`config.mk`:
```
export PLATFORM = sky130hd
export DESIGN_NAME = change_dispenser_flat
export DESIGN_NICKNAME = d
export VERILOG_FILES = /design/src/rtl/vend_pkg.sv /design/src/rtl/change_dispenser_if.sv /design/src/rtl/change_ack_timer.sv /design/src/rtl/change_dispenser.sv /design/src/flat_wrapper.sv
export SDC_FILE = /design/constraint.sdc
export NUM_CORES = 1
export LEC_CHECK = 0
export BUFFER_PORTS_ARGS = -buffer_cell sky130_fd_sc_hd__buf_2
export CORE_MARGIN = 5
export CORE_UTILIZATION = 40
export CTS_CLUSTER_DIAMETER = 150
export DETAILED_ROUTE_END_ITERATION = 7
export PLACE_DENSITY = 0.7
export SETUP_SLACK_MARGIN = 0.3
export SYNTH_ARGS = -nofsm -noshare
export SYNTH_HDL_FRONTEND = slang
export SYNTH_HIERARCHICAL = 1
export SYNTH_SLANG_ARGS = --single-unit
```
`constraint.sdc`:
```
create_clock -name clk -period 4.2 [get_ports clk]
set_input_delay 0.21 -clock clk [delete_from_list [all_inputs] [get_ports clk]]
set_output_delay 0.21 -clock clk [all_outputs]
set_load 0.02 [all_outputs]
```
`src/rtl/vend_pkg.sv`:
```
// Shared vending definitions: coin values, coin_req bit positions and
// dispenser state encoding, using the same coin naming as the acceptor FSM.
package vend_pkg;

    localparam logic [7:0] NICKLE_C = 8'd5;
    localparam logic [7:0] DIME_C   = 8'd10;
    localparam logic [7:0] QUATER_C = 8'd25;

    localparam int CR_N = 0;
    localparam int CR_D = 1;
    localparam int CR_Q = 2;

    typedef logic [2:0] coin_req_t;

    localparam coin_req_t COIN_NONE = 3'b000;
    localparam coin_req_t COIN_N    = 3'b001;
    localparam coin_req_t COIN_D    = 3'b010;
    localparam coin_req_t COIN_Q    = 3'b100;

    localparam logic [1:0] ST_IDLE   = 2'b00;
    localparam logic [1:0] ST_SELECT = 2'b01;
    localparam logic [1:0] ST_DISP   = 2'b10;
    localparam logic [1:0] ST_DONE   = 2'b11;

    // Cent value of a one-hot coin request; anything not one-hot is worth nothing.
    function automatic logic [7:0] coin_value(input coin_req_t req);
        logic [7:0] val;
        case (req)
            COIN_Q:  val = QUATER_C;
            COIN_D:  val = DIME_C;
            COIN_N:  val = NICKLE_C;
            default: val = 8'd0;
        endcase
        return val;
    endfunction

endpackage

```
`src/rtl/change_dispenser_if.sv`:
```
// Change request handshake and coin hopper signals of the change dispenser.
// master = vending controller plus hopper side, slave = the dispenser.
interface change_dispenser_if #(parameter int AMT_W = 6);
    import vend_pkg::*;

    logic             change_valid;
    logic [AMT_W-1:0] change_amt;
    logic             change_ready;
    logic             quater_empty;
    logic             dime_empty;
    logic             nickle_empty;
    logic             coin_ack;
    coin_req_t        coin_req;
    logic             busy;
    logic             done;
    logic             short;
    logic [AMT_W-1:0] paid_amt;

    modport master (
        output change_valid, change_amt, quater_empty, dime_empty, nickle_empty, coin_ack,
        input  change_ready, coin_req, busy, done, short, paid_amt
    );

    modport slave (
        input  change_valid, change_amt, quater_empty, dime_empty, nickle_empty, coin_ack,
        output change_ready, coin_req, busy, done, short, paid_amt
    );

endinterface

```
`src/rtl/change_ack_timer.sv`:
```
// Coin acknowledge watchdog: synchronous clear, count enable and a registered
// terminal-count flag that is high while the count equals ACK_TIMEOUT-1.
module change_ack_timer #(
    parameter int ACK_TIMEOUT = 16
) (
    input  logic clk,
    input  logic rst_n,
    input  logic clr,
    input  logic en,
    output logic tc
);

    localparam int             TW     = (ACK_TIMEOUT > 2) ? $clog2(ACK_TIMEOUT) : 1;
    localparam logic [TW-1:0]  TC_VAL = TW'(ACK_TIMEOUT - 1);
    localparam logic [TW-1:0]  ONE    = TW'(32'd1);

    logic [TW-1:0] cnt_r;
    logic [TW-1:0] cnt_n;
    logic          tc_r;

    // Next count: clear wins, then saturating increment at the terminal value.
    always_comb begin
        cnt_n = cnt_r;
        if (clr) begin
            cnt_n = '0;
        end else if (en && (cnt_r != TC_VAL)) begin
            cnt_n = cnt_r + ONE;
        end else begin
            cnt_n = cnt_r;
        end
    end

    // Count register and the flag that mirrors it.
    always_ff @(posedge clk or negedge rst_n) begin
        if (!rst_n) begin
            cnt_r <= '0;
            tc_r  <= 1'b0;
        end else begin
            cnt_r <= cnt_n;
            tc_r  <= (cnt_n == TC_VAL);
        end
    end

    assign tc = tc_r;

endmodule

```
`src/rtl/change_dispenser.sv`:
```
// Greedy coin-change dispenser: pays an amount as quarters, dimes, nickels one
// coin at a time over a req/ack hopper handshake, skipping empty tubes.
module change_dispenser #(
    parameter int AMT_W       = 6,
    parameter int ACK_TIMEOUT = 16
) (
    input  logic                clk,
    input  logic                rst_n,
    change_dispenser_if.slave   bus
);
    import vend_pkg::*;

    localparam logic [AMT_W-1:0] Q_AMT = AMT_W'(QUATER_C);
    localparam logic [AMT_W-1:0] D_AMT = AMT_W'(DIME_C);
    localparam logic [AMT_W-1:0] N_AMT = AMT_W'(NICKLE_C);

    logic [1:0]       state_r, state_n;
    logic [AMT_W-1:0] rem_r, rem_n;
    logic [AMT_W-1:0] paid_r, paid_n;
    coin_req_t        coin_r, coin_n;
    logic             done_r, short_r, busy_r, ready_r;
    logic             tmr_clr_s, tmr_en_s, tmr_tc_s;
    logic [AMT_W-1:0] coin_val_s;

    assign coin_val_s = AMT_W'(coin_value(coin_r));

    change_ack_timer #(.ACK_TIMEOUT(ACK_TIMEOUT)) u_ack_timer (
        .clk   (clk),
        .rst_n (rst_n),
        .clr   (tmr_clr_s),
        .en    (tmr_en_s),
        .tc    (tmr_tc_s)
    );

    // Next-state logic; empty flags only matter in SELECT, ack only in DISP.
    always_comb begin
        state_n   = state_r;
        rem_n     = rem_r;
        paid_n    = paid_r;
        coin_n    = coin_r;
        tmr_clr_s = 1'b0;
        tmr_en_s  = 1'b0;
        case (state_r)
            ST_IDLE: begin
                coin_n = COIN_NONE;
                if (bus.change_valid) begin
                    rem_n   = bus.change_amt;
                    paid_n  = '0;
                    state_n = ST_SELECT;
                end else begin
                    state_n = ST_IDLE;
                end
            end
            ST_SELECT: begin
                tmr_clr_s = 1'b1;
                if ((rem_r >= Q_AMT) && !bus.quater_empty) begin
                    coin_n  = COIN_Q;
                    state_n = ST_DISP;
                end else if ((rem_r >= D_AMT) && !bus.dime_empty) begin
                    coin_n  = COIN_D;
                    state_n = ST_DISP;
                end else if ((rem_r >= N_AMT) && !bus.nickle_empty) begin
                    coin_n  = COIN_N;
                    state_n = ST_DISP;
                end else begin
                    coin_n  = COIN_NONE;
                    state_n = ST_DONE;
                end
            end
            ST_DISP: begin
                if (bus.coin_ack) begin
                    rem_n   = rem_r - coin_val_s;
                    paid_n  = paid_r + coin_val_s;
                    coin_n  = COIN_NONE;
                    state_n = ST_SELECT;
                end else if (tmr_tc_s) begin
                    coin_n  = COIN_NONE;
                    state_n = ST_DONE;
                end else begin
                    tmr_en_s = 1'b1;
                end
            end
            ST_DONE: begin
                coin_n  = COIN_NONE;
                state_n = ST_IDLE;
            end
            default: begin
                coin_n  = COIN_NONE;
                state_n = ST_IDLE;
            end
        endcase
    end

    // State, datapath and output registers; status flags follow the next state.
    always_ff @(posedge clk or negedge rst_n) begin
        if (!rst_n) begin
            state_r <= ST_IDLE;
            rem_r   <= '0;
            paid_r  <= '0;
            coin_r  <= COIN_NONE;
            done_r  <= 1'b0;
            short_r <= 1'b0;
            busy_r  <= 1'b0;
            ready_r <= 1'b1;
        end else begin
            state_r <= state_n;
            rem_r   <= rem_n;
            paid_r  <= paid_n;
            coin_r  <= coin_n;
            done_r  <= (state_n == ST_DONE);
            short_r <= (state_n == ST_DONE) && (rem_n >= N_AMT);
            busy_r  <= (state_n != ST_IDLE);
            ready_r <= (state_n == ST_IDLE);
        end
    end

    assign bus.change_ready = ready_r;
    assign bus.coin_req     = coin_r;
    assign bus.busy         = busy_r;
    assign bus.done         = done_r;
    assign bus.short        = short_r;
    assign bus.paid_amt     = paid_r;

endmodule

```
`src/flat_wrapper.sv`:
```
// flat-port wrapper written by rule: the top's interface ports become plain ports
module change_dispenser_flat import vend_pkg::*;
#(
    parameter int AMT_W       = 6,
    parameter int ACK_TIMEOUT = 16
)
  (clk, rst_n, bus_change_valid, bus_change_amt, bus_quater_empty, bus_dime_empty, bus_nickle_empty, bus_coin_ack, bus_change_ready, bus_coin_req, bus_busy, bus_done, bus_short, bus_paid_amt);
  change_dispenser_if #(.AMT_W(AMT_W)) bus_i ();
  input  logic clk;
  input  logic rst_n;
  input wire logic [$bits(bus_i.change_valid)-1:0] bus_change_valid;
  input wire logic [$bits(bus_i.change_amt)-1:0] bus_change_amt;
  input wire logic [$bits(bus_i.quater_empty)-1:0] bus_quater_empty;
  input wire logic [$bits(bus_i.dime_empty)-1:0] bus_dime_empty;
  input wire logic [$bits(bus_i.nickle_empty)-1:0] bus_nickle_empty;
  input wire logic [$bits(bus_i.coin_ack)-1:0] bus_coin_ack;
  output wire logic [$bits(bus_i.change_ready)-1:0] bus_change_ready;
  output wire logic [$bits(bus_i.coin_req)-1:0] bus_coin_req;
  output wire logic [$bits(bus_i.busy)-1:0] bus_busy;
  output wire logic [$bits(bus_i.done)-1:0] bus_done;
  output wire logic [$bits(bus_i.short)-1:0] bus_short;
  output wire logic [$bits(bus_i.paid_amt)-1:0] bus_paid_amt;
  assign bus_i.change_valid = bus_change_valid;
  assign bus_i.change_amt = bus_change_amt;
  assign bus_i.quater_empty = bus_quater_empty;
  assign bus_i.dime_empty = bus_dime_empty;
  assign bus_i.nickle_empty = bus_nickle_empty;
  assign bus_i.coin_ack = bus_coin_ack;
  assign bus_change_ready = bus_i.change_ready;
  assign bus_coin_req = bus_i.coin_req;
  assign bus_busy = bus_i.busy;
  assign bus_done = bus_i.done;
  assign bus_short = bus_i.short;
  assign bus_paid_amt = bus_i.paid_amt;
  change_dispenser #(.AMT_W(AMT_W), .ACK_TIMEOUT(ACK_TIMEOUT)) u_core (.clk(clk), .rst_n(rst_n), .bus(bus_i));
endmodule
```
# Word level (Yosys, flattened, before mapping)
# Cells that the tools add are included.
[totals] regBits=26 latchBits=0 ramBits=0 romBits=0 in_bits=13 out_inout_bits=13 word_cells=69 mem_count=0
[op_classes] n_addsub=3 mul=0 n_div=0 order_cmp=4 eq_ne=12 n_shift=0 mux=26 bitwise=0 n_reduce_logical=14
[op_table] cell="6-bit two-way mux" n=4
[op_table] cell="6-bit case mux with 2 select lines" n=2
[op_table] cell="5-bit case mux with 3 select lines" n=1
[op_table] cell="6-bit by 3-bit >= comparator with 1-bit output (second input constant)" n=2
[op_table] cell="3-bit two-way mux" n=4
[op_table] cell="3-bit case mux with 3 select lines" n=1
[op_table] cell="2-bit two-way mux" n=4
[op_table] cell="4-bit two-way mux" n=2
[op_table] cell="2-bit case mux with 4 select lines" n=1
[op_table] cell="1-bit two-way mux" n=7
[op_table] cell="6-bit by 5-bit adder with 6-bit output" n=1
[op_table] cell="2-bit == test (second input constant)" n=3
[op_table] cell="6-bit by 4-bit >= comparator with 1-bit output (second input constant)" n=1
[op_table] cell="6-bit by 5-bit >= comparator with 1-bit output (second input constant)" n=1
[op_table] cell="6-bit by 5-bit subtractor with 6-bit output" n=1
[op_table] cell="1-bit logical AND" n=5
[op_table] cell="4-bit by 1-bit adder with 4-bit output (second input constant)" n=1
[op_table] cell="4-bit == test (second input constant)" n=1
[op_table] cell="2-bit logical NOT" n=2
[op_table] cell="2-bit inequality test (second input constant)" n=2
[op_table] cell="4-bit inequality test (second input constant)" n=1
[op_table] cell="2-bit nonzero test" n=2
[op_table] cell="3-bit by 1-bit == test with 1-bit output (second input constant)" n=1
[op_table] cell="3-bit by 2-bit == test with 1-bit output (second input constant)" n=1
[op_table] cell="6 further kinds" n=8

# Logic depth before layout (Yosys ltp)
# Gate-level depths: netlist of run 1.
[depth] word_depth=8 ltp_mapped=12 depth_no_buf=12

# Cells and area by module
# Netlist of run 1, hierarchy kept.
[by_module_without_submodules] mod="change_dispenser" n_inst=1 cells_per_inst=156 area_each_um2=1402.6 seq_area_each_um2=526.8
[by_module_without_submodules] mod="change_ack_timer" n_inst=1 cells_per_inst=27 area_each_um2=277.8 seq_area_each_um2=125.1

# Worst setup path after synthesis of run 1
# OpenSTA, ideal clock, no wires.
[synth_path] path_type="flip-flop to flip-flop" start="register u_core.coin_r[0], in the netlist u_core/bus.coin_req[0]" end="register u_core.short_r, in the netlist u_core/bus.short" setup_ps=129 arrival_ps=2534 t_required_ps=4071 path_slack_ps=1536 stages_incl_launch_ff=10 path_buffers=0 synth_period_minus_slack_ps=2664 path_cell_list="dfrtp_1 or3b_2 inv_1 nor2_1 ha_1 a21oi_1 o21ai_1 a2111oi_2 a311oi_1 o41a_1"
[synth_between] elab_chain_cells=7 elab_cells_between_ends=9 classes_between="add/sub: 1; order compare: 1; eq/ne: 3; mux: 3; reduce/logical: 1"
[synth_rtl] element="start: declaration" line_no="change_dispenser.sv:20" source="coin_req_t coin_r, coin_n;"
[synth_rtl] element="start signal: assignment" line_no="change_dispenser.sv:109" source="coin_r <= coin_n;"
[synth_rtl] element="3-bit by 1-bit == test with 1-bit output (tied with other cells)" line_no="vend_pkg.sv:28" source="case (req)"
[synth_rtl] element="5-bit case mux with 3 select lines (*)" line_no="vend_pkg.sv:28"
[synth_rtl] element="6-bit by 5-bit subtractor with 6-bit output (*)" line_no="change_dispenser.sv:72" source="rem_n = rem_r - coin_val_s;"
[synth_rtl] element="6-bit two-way mux (*)" line_no="change_dispenser.sv:71" source="if (bus.coin_ack) begin"
[synth_rtl] element="6-bit case mux with 2 select lines (*)" line_no="change_dispenser.sv:43" source="case (state_r)"
[synth_rtl] element="net u_core.rem_n[5]" line_no="change_dispenser.sv:18" source="logic [AMT_W-1:0] rem_r, rem_n;"
[synth_rtl] element="6-bit by 3-bit >= comparator with 1-bit output (*)" line_no="change_dispenser.sv:111" source="short_r <= (state_n == ST_DONE) && (rem_n >= N_AMT);"
[synth_rtl] element="1-bit logical AND (*)" line_no="change_dispenser.sv:111"
[synth_rtl] element="end signal: assignment" line_no="change_dispenser.sv:111"
[synth_rtl] element="end: declaration" line_no="change_dispenser.sv:21" source="logic done_r, short_r, busy_r, ready_r;"
# The timed path passes the listed nets; every way through them passes the cells marked *.
# A chain may end at the register's enable or synchronous reset.

# Worst setup path in the final report of run 1
# Ends and elaborated chain as after synthesis.

==> impl_results.md, run 1 <==
- Io pins: 26
- Clock period minus worst slack: 2.81 ns
- Peak VDD IR: 0.000348 V
- Final setup vio count: 0
- Leakage Power: 0.996 nW
- DRC violations left: 0
- Slew Limit Fails: 0
- Final GP Congestion: 0.841
- CTS buffer count: 3
- Routed length per placed instance: 14.4 um
- Main flop type after synthesis: dfrtp_1
- Fin util: 47.9%
- DP Area: 1850 sq um
- First-pass GRT wire length: 6510 um
- Root Buffer: clkbuf_8
- Die area: 5600 sq um
- Type of the worst setup path: flop to flop
- Placed insts: 255
- Clock Sinks: 26
- Fin. Hold Viols: 0
- Initial antenna violation count: 0
- Cell count after synthesis: 183
- Hold_buf cts: 1
- Vias per cell: 5.30
- Layout cells sized above 1: 18.6%
- Status: complete, no violations
- Sequential cell area: 652 sq um
- Detail Placement HPWL: 2870 um
- Vias in the first global route: 1425
- Fillers: 409
- DRT Pass-1 Iters: 5
- Worst hold slack: 0.164 ns
- Fmax achieved: 355 MHz
- Buffers on Ports: 25
- Tcrit/Tclk final: 67.0%
- Sequential area share after synthesis: 38.8%
- Crit path DAT: 2.97 ns
- Worst setup EP type: flop
- H-Tree Depth: 1
- Async SR Flop Fraction: 100%
- Cts repair resizes: 0
- Vias: 1379
- Clock Path Buffers: 2
- Setup Skew: 0.00192 ns
- GRT Total Usage: 15.1%
- Synth Cell Area: 1680 sq um
- Cell Count, Final, Fillers Out: 260
- Maxcap violations: 0
- Die width: 74.8 um
- Worst-path fanout max: 5
- Setup TNS: 0 ns
- Pre-CTS WS: 1.46 ns
- Syn_nets: 209
- Number of synthesized flops with an enable pin: 0
- Postcts setup bufs: 0
- Critical path startpoint category: flop
- CP required: 4.36 ns
- Clk slew on worst S/H paths: 0.09 ns
- RSZ-0062 raised after global routing: no
- Largest net degree at the start of global routing: 27
- Slew of the pin with the lowest slew margin: 0.719 ns
- Yosys warning count: 6
- Post-route cell area: 1930 sq um
- Syn Area/Cell: 9.18 sq um
- Power Dens Cells: 712 nW/um^2
- HP Class: input port to flop
- Final net count: 237
- Core footprint: 4030 sq um
- Initial Util: 41.7%
- P&R area growth vs syn: 14.9%
- Final WL: 3760 um
- Final ANT Viol Nets: 0
- Ant. Diodes: 0
- Multi-input logic area: 950 sq um
- Detailed Route Iter0 Violations: 73
- Chip Height: 74.8 um
- Row Count: 23
- Pwr Total: 1.38 mW
- Cell variety after synth: 45
- Slew Limit Headroom: 51.7%
- PnR worst setup slack: 1.39 ns
- Total global routing overflow: 0
- TritonCTS clock tree: done
- Register bit total from synthesis: 26
- Worst-skew pair later-pin latency: 0.27 ns
[where the power goes]
group          leakage (nW)  internal [mW]  switching, mW  total (mW)
registers             0.341          0.340          0.113       0.453
logic                 0.620          0.297          0.417       0.713
clock network        0.0357          0.127         0.0812       0.209
[worst max-delay path, cell delays in order, from the launching register on]
cell	delay [ns]
dfrtp_1	0.43
or3b_2	0.54
inv_1	0.15
nor2_1	0.08
ha_1	0.32
a21oi_1	0.14
o21ai_1	0.11
a2111oi_2	0.39
a311oi_1	0.12
o41a_1	0.44
[cell usage after synthesis, types with 2 or more instances]
| cell type | instances | area (sq um) |
|---|---|---|
| a22o_1 | 3 | 26.3 |
| inv_1 | 16 | 60.1 |
| xnor2_1 | 6 | 52.6 |
| o31ai_1 | 3 | 22.5 |
| dfrtp_1 | 25 | 626 |
| a31oi_1 | 2 | 12.5 |
| xor2_1 | 2 | 17.5 |
| buf_4 | 2 | 15.0 |
| nor3_1 | 4 | 20.0 |
| ha_1 | 11 | 138 |
| o21ai_1 | 2 | 10.0 |
| o21ai_0 | 11 | 55.1 |
| a21oi_1 | 13 | 65.1 |
| nand2b_1 | 5 | 31.3 |
| fa_1 | 2 | 40.0 |
| o211a_1 | 2 | 20.0 |
| nand2_1 | 21 | 78.8 |
| nor2b_1 | 8 | 50.1 |
| nor2_1 | 14 | 52.6 |
| or3_1 | 2 | 12.5 |
| a21o_1 | 5 | 37.5 |
[registers in the layout (all words and copies together), names as in the netlist]
register	flops
u_core/state_r	2
u_core/u_ack_timer/tc	1
u_core/bus.change_ready	1
u_core/bus.busy	1
u_core/u_ack_timer/cnt_r	4
u_core/bus.coin_req	3
u_core/bus.short	1
u_core/rem_r	6
u_core/bus.paid_amt	6
u_core/bus.done	1
[cell families (layout without fill, tap and decap cells)]
family | Yosys count | count (layout) | share of synthesized area (%)
AND/OR/NAND/NOR | 64 | 64 | 19.4
AO/OA/AOI/OAI | 53 | 53 | 22.4
flip-flops | 26 | 26 | 38.8
buffers and inverters | 19 | 46 | 4.69
adder cells (fa/ha/maj) | 13 | 13 | 10.6
XOR/XNOR | 8 | 8 | 4.17
[layout make-up]
cell class | count | share of cell area [%]
inverters | 16 | 3.11
clock inverters | 1 | 1.56
repair buffers | 26 | 7.00
multi-input cells | 138 | 49.2
clock buffers | 3 | 2.14
well taps | 50 | 3.24
flip-flops and latches | 26 | 33.8
[worst paths after layout]
check                      depth (start not counted)  slack, ns                    from                          end
max                                                9       1.39  u_core/bus.coin_req[0]             u_core/bus.short
min                                                2       0.16        bus_quater_empty       u_core/bus.coin_req[2]
max reg2reg                                        9       1.39  u_core/bus.coin_req[0]             u_core/bus.short
min reg2reg                                        2       0.52  u_core/bus.paid_amt[0]       u_core/bus.paid_amt[0]
max in group asynchronous                          2       3.35                   rst_n              u_core/rem_r[4]
min in group asynchronous                          2       0.47                   rst_n  u_core/u_ack_timer/cnt_r[1]
[metal layers]
layer / GRT usage [%] / wire length, um / up-vias
met5: 0 / 0 / -
met4: 5.73 / 57 / 0
met3: 2.94 / 189 / 6
met2: 24.8 / 1750 / 31
met1: 19.7 / 1760 / 644
li1: - / - / 698
[placed cells by master (no fill, tap or decap), drive strengths merged, types with 4 or more instances in the layout]
master	count
o21ai	14
nor2	14
a21o	5
nand2b	5
a21oi	13
dfrtp	25
inv	16
nor3	4
buf	25
nor2b	8
nand2	21
o31ai	4
ha	11
xnor2	6
Note: power is estimated with default switching activity, not from simulation.
==> run 2, diff against run 1 <==
==> constraint.sdc (replaced) <==
create_clock -name clk -period 2.9 [get_ports clk]
set_input_delay 0.145 -clock clk [delete_from_list [all_inputs] [get_ports clk]]
set_output_delay 0.145 -clock clk [all_outputs]
set_load 0.02 [all_outputs]
==> run 2 against run 1 <==
Design area is 4.4% higher; wire length shrank 0.61%; highest routed layer unchanged; global-route usage is 0.96 points lower.
==> impl_results.md, run 2 (synthesized netlist as in run 1, its figures left out) <==
- Tcrit/Tclk final: 86.6% (+20 points)
- Chip Height: 74.8 um (unchanged)
- Layout cells sized above 1: 28.0% (+9.4 points)
- Fillers: 388 (-5.1%)
- Maxcap violations: 0 (unchanged)
- Initial antenna violation count: 0 (unchanged)
- Critical path startpoint category: flop
- Cell Count, Final, Fillers Out: 268 (+3.1%)
- CTS buffer count: 3 (unchanged)
- Worst-path fanout max: 5 (unchanged)
- Setup TNS: 0 ns (unchanged)
- Worst-skew pair later-pin latency: 0.27 ns (about the same)
- Total global routing overflow: 0 (unchanged)
- Crit path DAT: 2.67 ns (-0.30 ns)
- Commonest non-fill, non-tap cell in the layout: buf_2
- Final net count: 245 (+3.4%)
- Slowest CP cell: dfrtp_2
- Initial Util: 41.7% (unchanged)
- Final ANT Viol Nets: 0 (unchanged)
- Clock period minus worst slack: 2.51 ns (-0.303 ns)
- Slew Limit Headroom: 62.2% (+10 points)
- Peak VDD IR: 0.000408 V (+17%)
- Status: complete, no violations
- Largest net degree at the start of global routing: 27 (unchanged)
- Worst hold slack: 0.111 ns (-0.0526 ns)
- Power Dens Cells: 1020 nW/um^2 (+43%)
- Fmax achieved: 398 MHz (+12%)
- P&R area growth vs syn: 20.0%
- CP required: 3.06 ns (-1.30 ns)
- Die area: 5600 sq um (unchanged)
- Crit-path cells: or3b_4 -> inv_4 -> nor2_1 -> ha_1 -> a21oi_2 -> o21ai_2 -> a2111oi_2 -> a311oi_1 -> o41a_1
- Detail Placement HPWL: 2780 um (-3.0%)
- Final WL: 3730 um (-0.61%)
- GRT Total Usage: 14.1% (-0.96 points)
- First-pass GRT wire length: 6040 um (-7.2%)
- Row Count: 23 (unchanged)
- CP peak stage delay: 0.45 ns (-0.09 ns)
- RSZ-0062 raised after global routing: no
- Setup Skew: 0.00776 ns (+0.00584 ns)
- Clock Path Buffers: 2 (unchanged)
- Final GP Congestion: 0.876 (+4.1%)
- H-Tree Depth: 1 (unchanged)
- Slew Limit Fails: 0 (unchanged)
- Vias in the first global route: 1294 (-9.2%)
- Worst setup EP type: flop
- Clock Sinks: 26 (unchanged)
- Final setup vio count: 0 (unchanged)
- Vias per cell: 5.21 (-1.8%)
- Vias: 1396 (+1.2%)
- Clk slew on worst S/H paths: 0.09 ns (about the same)
- Root Buffer: clkbuf_8
- Type of the worst setup path: flop to flop
- Placed insts: 257 (+0.78%)
- Io pins: 26 (unchanged)
- Sequential cell area: 656 sq um (+0.58%)
- Core footprint: 4030 sq um (unchanged)
- Slew of the pin with the lowest slew margin: 0.567 ns (-0.152 ns)
- HP Class: input port to flop
- DRC violations left: 0 (unchanged)
- DRT Pass-1 Iters: 5 (unchanged)
- R2R setup slack: 0.39 ns (-1.00 ns)
- Commonest cells after routing, fill and taps aside: buf_2 (25), dfrtp_1 (22), nand2_1 (18)
- Routed length per placed instance: 13.9 um (-3.6%)
- Ant. Diodes: 0 (unchanged)
- Die width: 74.8 um (unchanged)
- Fin. Hold Viols: 0 (unchanged)
- TritonCTS clock tree: done
- Buffers on Ports: 25 (unchanged)
- Pwr Total: 2.05 mW (+49%)
- Multi-input logic area: 981 sq um (+3.3%)
- Detailed Route Iter0 Violations: 79 (+8.2%)
- Leakage Power: 1.03 nW (+2.9%)
[run 2: changes by cell type in the layout (fill, tap and decap cells not counted), moves of 2 or more]
cell     previous run  this run
a21oi_1            13        11
a21oi_2             0         2
buf_4               0         7
dfrtp_1            25        22
dfrtp_2             0         3
nand2_1            21        18
nand2_2             0         3
nor2_1             14        12
nor2_2              0         2
[run 2: worst paths after layout]
kind	startpoint	endpoint	cells after the start
min in group asynchronous	rst_n	u_core/bus.paid_amt[5]	2
worst max-delay path	u_core/bus.coin_req[2]	u_core/bus.short	9
max in group asynchronous	rst_n	u_core/bus.coin_req[0]	2
worst min-delay path	bus_quater_empty	u_core/bus.coin_req[2]	2
worst min register to register	u_core/bus.paid_amt[0]	u_core/bus.paid_amt[0]	2
worst max register to register	u_core/bus.coin_req[2]	u_core/bus.short	9
[run 2: area by class of cell]
cell class              count  share of cell area, %
multi-input cells         138                   48.7
flip-flops and latches     26                   32.5
repair buffers             34                   9.87
inverters                  16                   3.10
well taps                  50                   3.10
clock buffers               4                   2.73
[run 2: repair_timing]
action | in CTS | in global routing
setup buffers | 0 | 6
resized for setup | 0 | 12
endpoints found under the hold margin | 25 | 0
setup endpoints to repair | 0 | 1
hold buffers | 1 | 0
[run 2: report_power, final]
part	switching (mW)	leakage, nW	internal (mW)
clock	0.114	0.0288	0.121
combinational	0.638	0.660	0.514
sequential	0.168	0.336	0.494
[run 2: worst max-delay path, delay by kind of cell (launching register included)]
family / cells / cell delay, ns
AOI/OAI and AO/OA: 5 / 1.03
adders and majority gates: 1 / 0.35
DFF: 1 / 0.45
and+or+nand+nor: 2 / 0.50
buffers and inverters: 1 / 0.09
[run 2: per-stage QoR]
| stage | util (%) | setup slack [ns] | cell area, sq um |
|---|---|---|---|
| 5_1_grt | 50.0 | 0.252 | 2020 |
| 3_3_place_gp | 46.4 | 0.373 | 1870 |
| 2_1_floorplan | - | 0.402 | 1690 |
| 3_5_place_dp | 46.4 | 0.322 | 1870 |
| 6_report | 50.0 | 0.388 | 2020 |
| 4_1_cts | 48.0 | 0.311 | 1940 |
[run 2: metal layers]
layer  part of all wire [%]  global-route usage [%]
met5                      0                       0
met4                    1.4                    4.94
met3                    5.5                    2.00
met2                     45                    21.5
met1                     48                    20.6
